**config.mk**
```make
export PLATFORM = sky130hd
export DESIGN_NAME = alu_result_fifo
export DESIGN_NICKNAME = d
export VERILOG_FILES = /design/src/rtl/alu_result_fifo.sv
export SDC_FILE = /design/constraint.sdc
export NUM_CORES = 1
export LEC_CHECK = 0
export ABC_CLOCK_PERIOD_IN_PS = 3200
export CORE_MARGIN = 4
export CORE_UTILIZATION = 35
export DETAILED_ROUTE_END_ITERATION = 8
export DONT_BUFFER_PORTS = 1
export SYNTH_ARGS = -nofsm -noshare
export SYNTH_HDL_FRONTEND = slang
export SYNTH_SLANG_ARGS = --single-unit
```
**constraint.sdc**
```tcl
create_clock -name clk -period 3.2 [get_ports clk]
set_input_delay 0.64 -clock clk [delete_from_list [all_inputs] [get_ports clk]]
set_output_delay 0.64 -clock clk [all_outputs]
set_load 0.01 [all_outputs]
```
**src/rtl/alu_result_fifo.sv**
```systemverilog
// -----------------------------------------------------------------------------
// alu_result_fifo
//
// Result buffer sitting right after the ALU. Each accepted ALU result is stored
// together with its carry-out and a zero flag computed at capture time, and is
// held until the writeback/output stage takes it with a valid/ready handshake.
// The head entry is shown ahead (visible on out_* while out_valid=1).
// All handshake outputs come from registered state only, so neither in_valid
// nor out_ready has a combinational path to any output.
//
// Parameters:
//   WIDTH : ALU result width in bits (default 8)
//   DEPTH : number of entries, power of two, >= 2 (default 4)
//
// Ports:
//   clk        : clock, all state updates on the rising edge
//   rst        : synchronous reset, active-high; wins over push and pop
//   in_valid   : ALU result present this cycle
//   in_result  : ALU result
//   in_carry   : ALU carry-out
//   in_ready   : FIFO can accept (== !full)
//   out_valid  : head entry valid (== !empty)
//   out_result : head result (0 when empty)
//   out_carry  : head carry (0 when empty)
//   out_zero   : head result was zero (0 when empty)
//   out_ready  : consumer accepts head
//   count      : occupied entries, 0..DEPTH
//   full       : count == DEPTH
//   empty      : count == 0
//   drop_count : saturating count of writes refused while full
//                (only when ALU_FIFO_DROP_CNT_EN is defined)
//
// Build option:
//   ALU_FIFO_DROP_CNT_EN : adds the drop_count port and its counter.
// -----------------------------------------------------------------------------
module alu_result_fifo #(
  parameter int WIDTH = 8,
  parameter int DEPTH = 4
) (
  input  logic                       clk,
  input  logic                       rst,
  input  logic                       in_valid,
  input  logic [WIDTH-1:0]           in_result,
  input  logic                       in_carry,
  output logic                       in_ready,
  output logic                       out_valid,
  output logic [WIDTH-1:0]           out_result,
  output logic                       out_carry,
  output logic                       out_zero,
  input  logic                       out_ready,
  output logic [$clog2(DEPTH):0]     count,
  output logic                       full,
  output logic                       empty
`ifdef ALU_FIFO_DROP_CNT_EN
  ,
  output logic [7:0]                 drop_count
`endif
);

  localparam int PW = $clog2(DEPTH);
  localparam int CW = PW + 1;

  typedef struct packed {
    logic             zero;
    logic             carry;
    logic [WIDTH-1:0] result;
  } entry_t;

  entry_t          mem_q [DEPTH];
  entry_t          entry_d;
  entry_t          head;
  logic [PW-1:0]   wp_q, wp_d;
  logic [PW-1:0]   rp_q, rp_d;
  logic [CW-1:0]   count_q, count_d;
  logic            push, pop;

  // Status flags derive from the registered count only.
  assign full      = (count_q == CW'(DEPTH));
  assign empty     = (count_q == '0);
  assign in_ready  = ~full;
  assign out_valid = ~empty;
  assign count     = count_q;

  // A refused write (full) and a pop while empty are both no-ops.
  assign push = in_valid & in_ready;
  assign pop  = out_valid & out_ready;

  // NOTE: every variable assigned in an always_comb gets a default first so no
  // path leaves it unassigned, which would otherwise infer a latch.
  always_comb begin
    wp_d    = wp_q;
    rp_d    = rp_q;
    count_d = count_q;
    entry_d = '{zero: (in_result == '0), carry: in_carry, result: in_result};

    // Pointers are PW bits wide, so DEPTH-1 -> 0 wraps naturally.
    if (push) wp_d = wp_q + PW'(1);
    if (pop)  rp_d = rp_q + PW'(1);

    unique case ({push, pop})
      2'b10:   count_d = count_q + CW'(1);
      2'b01:   count_d = count_q - CW'(1);
      default: count_d = count_q;
    endcase
  end

  // NOTE: sequential state uses non-blocking assignments so every flop samples
  // the pre-edge values of the others, independent of statement order.
  always_ff @(posedge clk) begin
    if (rst) begin
      wp_q    <= '0;
      rp_q    <= '0;
      count_q <= '0;
    end else begin
      wp_q    <= wp_d;
      rp_q    <= rp_d;
      count_q <= count_d;
    end
  end

  // NOTE: the storage array has no reset; stale contents are never visible
  // because the outputs are masked while empty and reset empties the FIFO.
  always_ff @(posedge clk) begin
    if (push && !rst) mem_q[wp_q] <= entry_d;
  end

  // Show-ahead head: mux of registered storage by registered read pointer.
  assign head       = mem_q[rp_q];
  assign out_result = empty ? '0   : head.result;
  assign out_carry  = empty ? 1'b0 : head.carry;
  assign out_zero   = empty ? 1'b0 : head.zero;

`ifdef ALU_FIFO_DROP_CNT_EN
  logic [7:0] drop_q, drop_d;

  // Counts every cycle a write is presented while full, saturating at 255.
  always_comb begin
    drop_d = drop_q;
    if (in_valid && full && (drop_q != 8'hFF)) drop_d = drop_q + 8'd1;
  end

  always_ff @(posedge clk) begin
    if (rst) drop_q <= '0;
    else     drop_q <= drop_d;
  end

  assign drop_count = drop_q;
`endif

endmodule

```
==> flow_summary.toml, run 1 <==
[route]
met1_length_um = 1370
wl_met3_um = 262
top_layer = "met4"
postRouteAntennaNets = 0
first_pass_iters = 2
post_drt_wl_per_cell_um = 16.8
drt_iter0_drc = 19
via_per_inst = 4.88
drc = 0
routed_wl_um = 3400
num_vias = 986
met2WireLength_um = 1740

[power]
p_switching_mw = 0.514
sequentialPowerShare = 0.516
leakagePower_nw = 0.727
clkPwrFrac = 0.202
power.internal_mw = 1.10
pwr-share-comb = 0.282
p_total_mw = 1.62
ir_worst_vdd_mv = 0.456
powerDensity_nw_per_um2 = 734
swShare = 0.318

[critical_path]
cp_data_required_time_ns = 3.42
startpoint_type = "register"
path_class = "reg -> reg"
crit_path_end_kind = "register"
path_max_fanout = 7
critPathArrivalTime_ns = 2.87

[synth]
synthCells = 121
synthTopCellsByCount = "40 x edfxtp_1, 10 x mux4_2, 10 x nor2b_1"
synth.most_common_cell = "edfxtp_1"
async_reset_ff_frac = 0
synth_edf_count = 40
ys.flop_type = "edfxtp_1"
syn_avg_cell_area_um2 = 16.6
ys_warn_count = 0
ys_top_cells_by_area = "edfxtp_1 60%, mux4_2 11%, dfxtp_1 9.0%"
synth_top_area_share = 0.597
synth.net_count = 140
syn_area_um2 = 2010
synth_largest_area_cell = "edfxtp_1"
synth_cell_types = 25
ys_ff_latch = 49
ys_seq_area_frac = 0.687

[die]
coreArea_um2 = 5540
dieHeight_um = 83.8
floorplan.initialDensity = 0.363
die-width_um = 83.8
fp-row-count = 27
ios = 30
die-area_um2 = 7020

[timing]
rsz0062_at_grt = "false"
fmax_mhz = 378
fin_setup_tns_ns = 0
worst_pin_slew_ns = 0.707
slew_violations = 0
skew_ns = 0.00332
hold_viol = 0
final.period_utilization = 0.827
slew-limit-headroom = 0.528
min_period_ns = 2.65
setup_violations = 0

[global_route]
grt_pass1_wl_um = 5440
grt_max_degree = 15
grt_pass1_vias = 1059
antenna_found_initial = 0
grtUsageTotal = 0.102
gr-total-overflow = 0

[outcome]
status = "completed"

[final_layout]
area_growth_pct = 9.58
multi_input_area_um2 = 576
n_fill_cell = 532
num_antenna_cells = 0
seqCellArea_um2 = 1380
nNetsFinal = 148
final_core_utilization = 0.398
final_cells = 202
drive_gt1_frac = 0.192

[job]
cap_viol_max_count = 0

[cts]
cts_max_level = 2
cts_tree = "built"
clock_path_buffers = 2
post_cts_buffers = 0
cts_made_buffers = 5
hold_buffers = 0
clkSinkCount = 49
clkTransAtPathRegs_ns = 0.08
cts-root-buf = "clkbuf_8"
cts_resized = 0
clock_latency_ns = 0.29

[placement]
dp_cells = 194
place_congestion = 0.693
port_buffers = 0
hpwl_um = 2380

[min_path]
hp-class = "in -> reg"
-- flip-flops by register name, indices dropped and copies added (netlist names), named ones only --
signal,cells
mem_q,40
wp_q,2
count,3
rp_q,2
-- cell usage in the layout, fill, tap and decap left out, drive strengths merged --
cell and count:
nor3b 4, or4 2, o21ai 2, dfxtp 9, xor2 3, inv 8, clkinv 3, a21oi 5
ha 5, nor3 1, nor2b 10, edfxtp 40, mux4 10, fa 1, nand2 2, nand3 2
buf 6, o31ai 1, or3b 1, or3 2, nor2 6, a21o 2, clkbuf 5
-- cell type report --
type	instances	area share
clock buffers	5	0.0312
clock inverters	3	0.00568
inverters	8	0.0136
multi-input cells	59	0.261
flip-flops and latches	49	0.627
well taps	72	0.0409
repair buffers	6	0.0204
-- per-layer routing --
metal	up-vias	track usage
li1	465	-
met1	484	0.113
met2	31	0.176
met3	6	0.0434
met4	0	0.0307
met5	-	0
-- metrics by stage --
stage	cell area (µm²)	setup WS, ns	hold WS [ns]
floorplan	2010	0.810	0.459
global placement	2120	0.660	0.462
detailed placement	2120	0.578	0.491
CTS	2200	0.551	0.389
global route	2200	0.411	0.386
finish	2200	0.553	0.401
-- cell families after synthesis --
kind of cell | synth area share
XOR/XNOR | 0.0131
AO/OA/AOI/OAI | 0.0305
adder cells (fa/ha/maj) | 0.0411
buffers and inverters | 0.0292
multiplexers | 0.112
flip-flops | 0.687
AND/OR/NAND/NOR | 0.0871
-- final timing paths --
check                        start                     to  slack (ns)  cells past startpoint
max reg2reg  count[2]$_SDFFE_PP0P_  count[2]$_SDFFE_PP0P_        0.55                      8
min reg2reg   rp_q[1]$_SDFFE_PP0N_               register        0.50                      2
max          count[2]$_SDFFE_PP0P_  count[2]$_SDFFE_PP0P_        0.55                      8
min                            rst   wp_q[1]$_SDFFE_PP0N_        0.40                      1
-- critical path, cell delays in order, from the launching register on --
cell and delay, ns:
dfxtp_1 0.47, or3b_1 0.52, nand2_1 0.23, ha_1 0.22
inv_1 0.06, fa_1 0.37, xor2_1 0.16, or3_2 0.41
a21oi_1 0.15
-- power groups by stage --
stage	combinational (mW)	clock [mW]	sequential [mW]
2_1_floorplan	0.402	0	0.797
3_3_place_gp	0.454	0	0.847
3_5_place_dp	0.470	0	0.854
4_1_cts	0.472	0.342	0.840
5_1_grt	0.515	0.364	0.850
6_report	0.457	0.326	0.835
Power figures use the tool's default switching activity.
==> run 2, diff against run 1 <==
ABC_CLOCK_PERIOD_IN_PS = 2500   (was 3200)
clock period = 2.5 ns   (was 3.2 ns; I/O delays follow)
==> run 2 against run 1 <==
Sequential share of layout area is 1.5 points lower; clock skew increased by 0.0013 ns; clock power rose by 64%; critical endpoint unchanged.
==> flow_summary.toml, run 2 (synthesis gave the netlist of run 1 again) <==
[critical_path]
crit_path_end_kind = "register"
cp_num_cells = 8
critPathArrivalTime_ns = 2.52
cp_data_required_time_ns = 2.73
startpoint_type = "register"
path_cells = "or3b_1, nand2_1, ha_1, inv_1, fa_1, xor2_1, or3_2, a21oi_1"
crit_slowest_cell = "or3_2"
cpLargestDelayFamily = "simple AND/OR/NAND/NOR gates"
cp_slowest_stage_delay_ns = 0.41
path_class = "reg -> reg"
path_max_fanout = 5
r2r_cells = 8
path_buf_inv = 1

[job]
cap_viol_max_count = 0

[timing]
skew_ns = 0.00457
setup_violations = 0
fin_setup_tns_ns = 0
worst_pin_slew_ns = 0.514
slew_violations = 0
fmax_mhz = 436
worst_hold_slack_ns = 0.262
final.period_utilization = 0.917
worst_slack_ns = 0.208
hold_viol = 0
rsz0062_at_grt = "false"
slew-limit-headroom = 0.657
min_period_ns = 2.29

[final_layout]
area_growth_pct = 12.3
n_fill_cell = 520
drive_gt1_frac = 0.216
mostFrequentLayoutCell = "edfxtp_1"
layout_common_cells = "40 x edfxtp_1, 10 x mux4_2, 10 x nor2b_1, 10 x buf_4, 9 x dfxtp_1"
num_antenna_cells = 0
largest_reg_flops = 40
nNetsFinal = 152
final_core_utilization = 0.408
regMostFlops = "mem_q"

[power]
leakagePower_nw = 0.757
ir_worst_vdd_mv = 0.527
clkPwrFrac = 0.242
powerDensity_nw_per_um2 = 981
swShare = 0.304
pwr-share-comb = 0.311
sequentialPowerShare = 0.448
p_switching_mw = 0.674
power.internal_mw = 1.54

[die]
dieHeight_um = 83.8
floorplan.initialDensity = 0.363
ios = 30
die-width_um = 83.8
coreArea_um2 = 5540
fp-row-count = 27
die-area_um2 = 7020

[cts]
clock_latency_ns = 0.29
cts-root-buf = "clkbuf_8"
cts_tree = "built"
hold_buffers = 0
clkTransAtPathRegs_ns = 0.08
cts_made_buffers = 5
clkSinkCount = 49
post_cts_buffers = 0
clock_path_buffers = 2
cts_resized = 0
cts_max_level = 2

[route]
postRouteAntennaNets = 0
drc = 0
routed_wl_um = 3530
drt_iter0_drc = 36
post_drt_wl_per_cell_um = 17.1
first_pass_iters = 4
num_vias = 1018
via_per_inst = 4.94

[global_route]
grtUsageTotal = 0.107
gr-total-overflow = 0
grt_pass1_wl_um = 5730
antenna_found_initial = 0
grt_pass1_vias = 1131
grt_max_degree = 15

[placement]
place_congestion = 0.781
port_buffers = 0
place_ws_ns = 0.220

[min_path]
hp-class = "in -> reg"
hold_depth = 1

[outcome]
status = "completed"
==> run 2: path summary, 6_finish.rpt <==
kind                                       startpoint                    end  slack, ns
worst max register to register  count[1]$_SDFFE_PP0P_  count[2]$_SDFFE_PP0P_       0.21
worst min register to register   rp_q[1]$_SDFFE_PP0N_   rp_q[1]$_SDFFE_PP0N_       0.50
worst max-delay path            count[1]$_SDFFE_PP0P_  count[2]$_SDFFE_PP0P_       0.21
worst min-delay path                              rst   wp_q[1]$_SDFFE_PP0N_       0.26
==> run 2: layout make-up <==
class | instances | area [µm²] | share of cell area
clock inverters | 2 | 33.8 | 0.0150
repair buffers | 10 | 75.1 | 0.0332
inverters | 8 | 30.0 | 0.0133
multi-input cells | 59 | 576 | 0.255
clock buffers | 6 | 72.6 | 0.0321
well taps | 72 | 90.1 | 0.0399
flip-flops and latches | 49 | 1380 | 0.612
==> run 2: stage by stage <==
step                power [mW]  area, µm²  cells
floorplan                 1.53       2010    121
finish                    2.22       2260    206
global placement          1.69       2150    198
detailed placement        1.72       2150    198
CTS                       2.25       2260    206
global route              2.34       2260    206
==> run 2: routing by layer <==
| metal | vias up | global-route usage | share of wire |
|---|---|---|---|
| met5 | - | 0 | 0 |
| met4 | 0 | 0.0307 | 0.0091 |
| met3 | 5 | 0.0474 | 0.078 |
| met2 | 27 | 0.182 | 0.52 |
| met1 | 513 | 0.120 | 0.39 |
| li1 | 473 | - | - |
==> run 2: power by group through the flow <==
stage / clock [mW] / sequential [mW] / combinational [mW]
CTS: 0.550 / 0.993 / 0.710
finish: 0.535 / 0.992 / 0.688
global placement: 0 / 1.01 / 0.684
floorplan: 0 / 1.02 / 0.514
global route: 0.584 / 0.999 / 0.760
detailed placement: 0 / 1.01 / 0.708
==> run 3, diff against run 2 <==
CORE_UTILIZATION = 45   (was 35)
==> run 3 against run 2 <==
Flip-flop and latch count did not move; count of clock-buffer cells in the layout fell by 1; die area fell by 20%; cell area fell by 2.0%; combinational power barely moved; clock skew rose by 0.00075 ns; critical path depth did not move; critical path type unchanged; largest power group unchanged.
==> flow_summary.toml, run 3 (synthesis gave the netlist of run 1 again) <==
[critical_path]
path_buf_inv = 1
crit_path_end_kind = "register"
path_cells = "or3b_1, nand2_1, ha_1, inv_1, fa_1, xor2_1, or3_2, a21oi_1"
cp_data_required_time_ns = 2.73
path_max_fanout = 5
critPathArrivalTime_ns = 2.62
crit_slowest_cell = "or3_2"
cpLargestDelayFamily = "simple AND/OR/NAND/NOR gates"
startpoint_type = "register"
cp_num_cells = 8
path_class = "reg -> reg"
cp_slowest_stage_delay_ns = 0.42
r2r_cells = 8

[timing]
slew_violations = 0
fin_setup_tns_ns = 0
skew_ns = 0.00532
rsz0062_at_grt = "false"
worst_slack_ns = 0.108
final.period_utilization = 0.957
setup_violations = 0
worst_pin_slew_ns = 0.501
min_period_ns = 2.39
hold_viol = 0
slew-limit-headroom = 0.666
fmax_mhz = 418
worst_hold_slack_ns = 0.249

[cts]
hold_buffers = 0
clock_path_buffers = 2
cts_tree = "built"
cts_max_level = 2
cts_resized = 0
clkSinkCount = 49
clkTransAtPathRegs_ns = 0.09
post_cts_buffers = 0
clock_latency_ns = 0.30
cts_made_buffers = 5
cts-root-buf = "clkbuf_8"

[route]
drt_iter0_drc = 86
drc = 0
first_pass_iters = 4
num_vias = 993
routed_wl_um = 3430
postRouteAntennaNets = 0
via_per_inst = 5.34
post_drt_wl_per_cell_um = 18.4

[final_layout]
layout_common_cells = "40 x edfxtp_1, 10 x mux4_2, 10 x nor2b_1, 10 x buf_4, 9 x dfxtp_1"
regMostFlops = "mem_q"
final_cells = 186
mostFrequentLayoutCell = "edfxtp_1"
n_fill_cell = 365
seqCellArea_um2 = 1380
final_core_utilization = 0.508
nNetsFinal = 152
multi_input_area_um2 = 576
area_growth_pct = 10.1
largest_reg_flops = 40
drive_gt1_frac = 0.231
num_antenna_cells = 0

[power]
ir_worst_vdd_mv = 0.377
swShare = 0.324
clkPwrFrac = 0.210
leakagePower_nw = 0.749
power.internal_mw = 1.44
p_switching_mw = 0.690
sequentialPowerShare = 0.466
powerDensity_nw_per_um2 = 962
pwr-share-comb = 0.324

[die]
ios = 30
die-area_um2 = 5600
dieHeight_um = 74.8
coreArea_um2 = 4350
die-width_um = 74.8
fp-row-count = 24
floorplan.initialDensity = 0.462

[min_path]
hp-class = "in -> reg"
hold_depth = 1

[global_route]
antenna_found_initial = 0
grt_pass1_wl_um = 5490
grt_max_degree = 16
gr-total-overflow = 0
grt_pass1_vias = 1110
grtUsageTotal = 0.138

[placement]
port_buffers = 0
dp_cells = 178
place_congestion = 0.763
hpwl_um = 2410
place_ws_ns = 0.139

[outcome]
status = "completed"

[job]
cap_viol_max_count = 0
run 3: changes by cell type in the layout (fill, tap and decap cells not counted), sizes merged:
cell / previous run / this run
clkinv: 1 / 2
clkbuf: 6 / 5
clkinvlp: 0 / 1
bufinv: 1 / 0
run 3: power by group through the flow:
stage	Combinational, mW	Sequential [mW]	Clock, mW
2_1_floorplan	0.514	1.02	0
3_3_place_gp	0.691	1.01	0
3_5_place_dp	0.714	1.01	0
4_1_cts	0.715	0.994	0.463
5_1_grt	0.771	1.00	0.496
6_report	0.690	0.993	0.448
run 3: final timing paths:
kind / from / endpoint / slack, ns
hold reg to reg: rp_q[1]$_SDFFE_PP0N_ / register / 0.51
hold / removal: rst / wp_q[1]$_SDFFE_PP0N_ / 0.25
setup / recovery: count[2]$_SDFFE_PP0P_ / count[2]$_SDFFE_PP0P_ / 0.11
setup reg to reg: count[2]$_SDFFE_PP0P_ / count[2]$_SDFFE_PP0P_ / 0.11
run 3: cell type report:
cell class / instances / share of cell area
inverter: 8 / 0.0136
tap: 52 / 0.0294
clock inverter: 3 / 0.00791
timing repair buffer: 10 / 0.0339
sequential: 49 / 0.624
clock buffer: 5 / 0.0311
multi-input combinational: 59 / 0.260
run 3: routing by layer:
| metal | global-route usage | vias up | part of all wire | routed length (µm) |
|---|---|---|---|---|
| met5 | 0 | - | 0 | 0 |
| met4 | 0.0534 | 0 | 0.015 | 51 |
| met3 | 0.0601 | 5 | 0.066 | 225 |
| met2 | 0.231 | 23 | 0.52 | 1780 |
| met1 | 0.156 | 490 | 0.40 | 1370 |
| li1 | - | 475 | - | - |
run 3: stage by stage:
stage	total power, mW	cell area (µm²)
global route	2.27	2210
detailed placement	1.73	2130
global placement	1.70	2130
CTS	2.17	2210
finish	2.13	2210
floorplan	1.53	2010
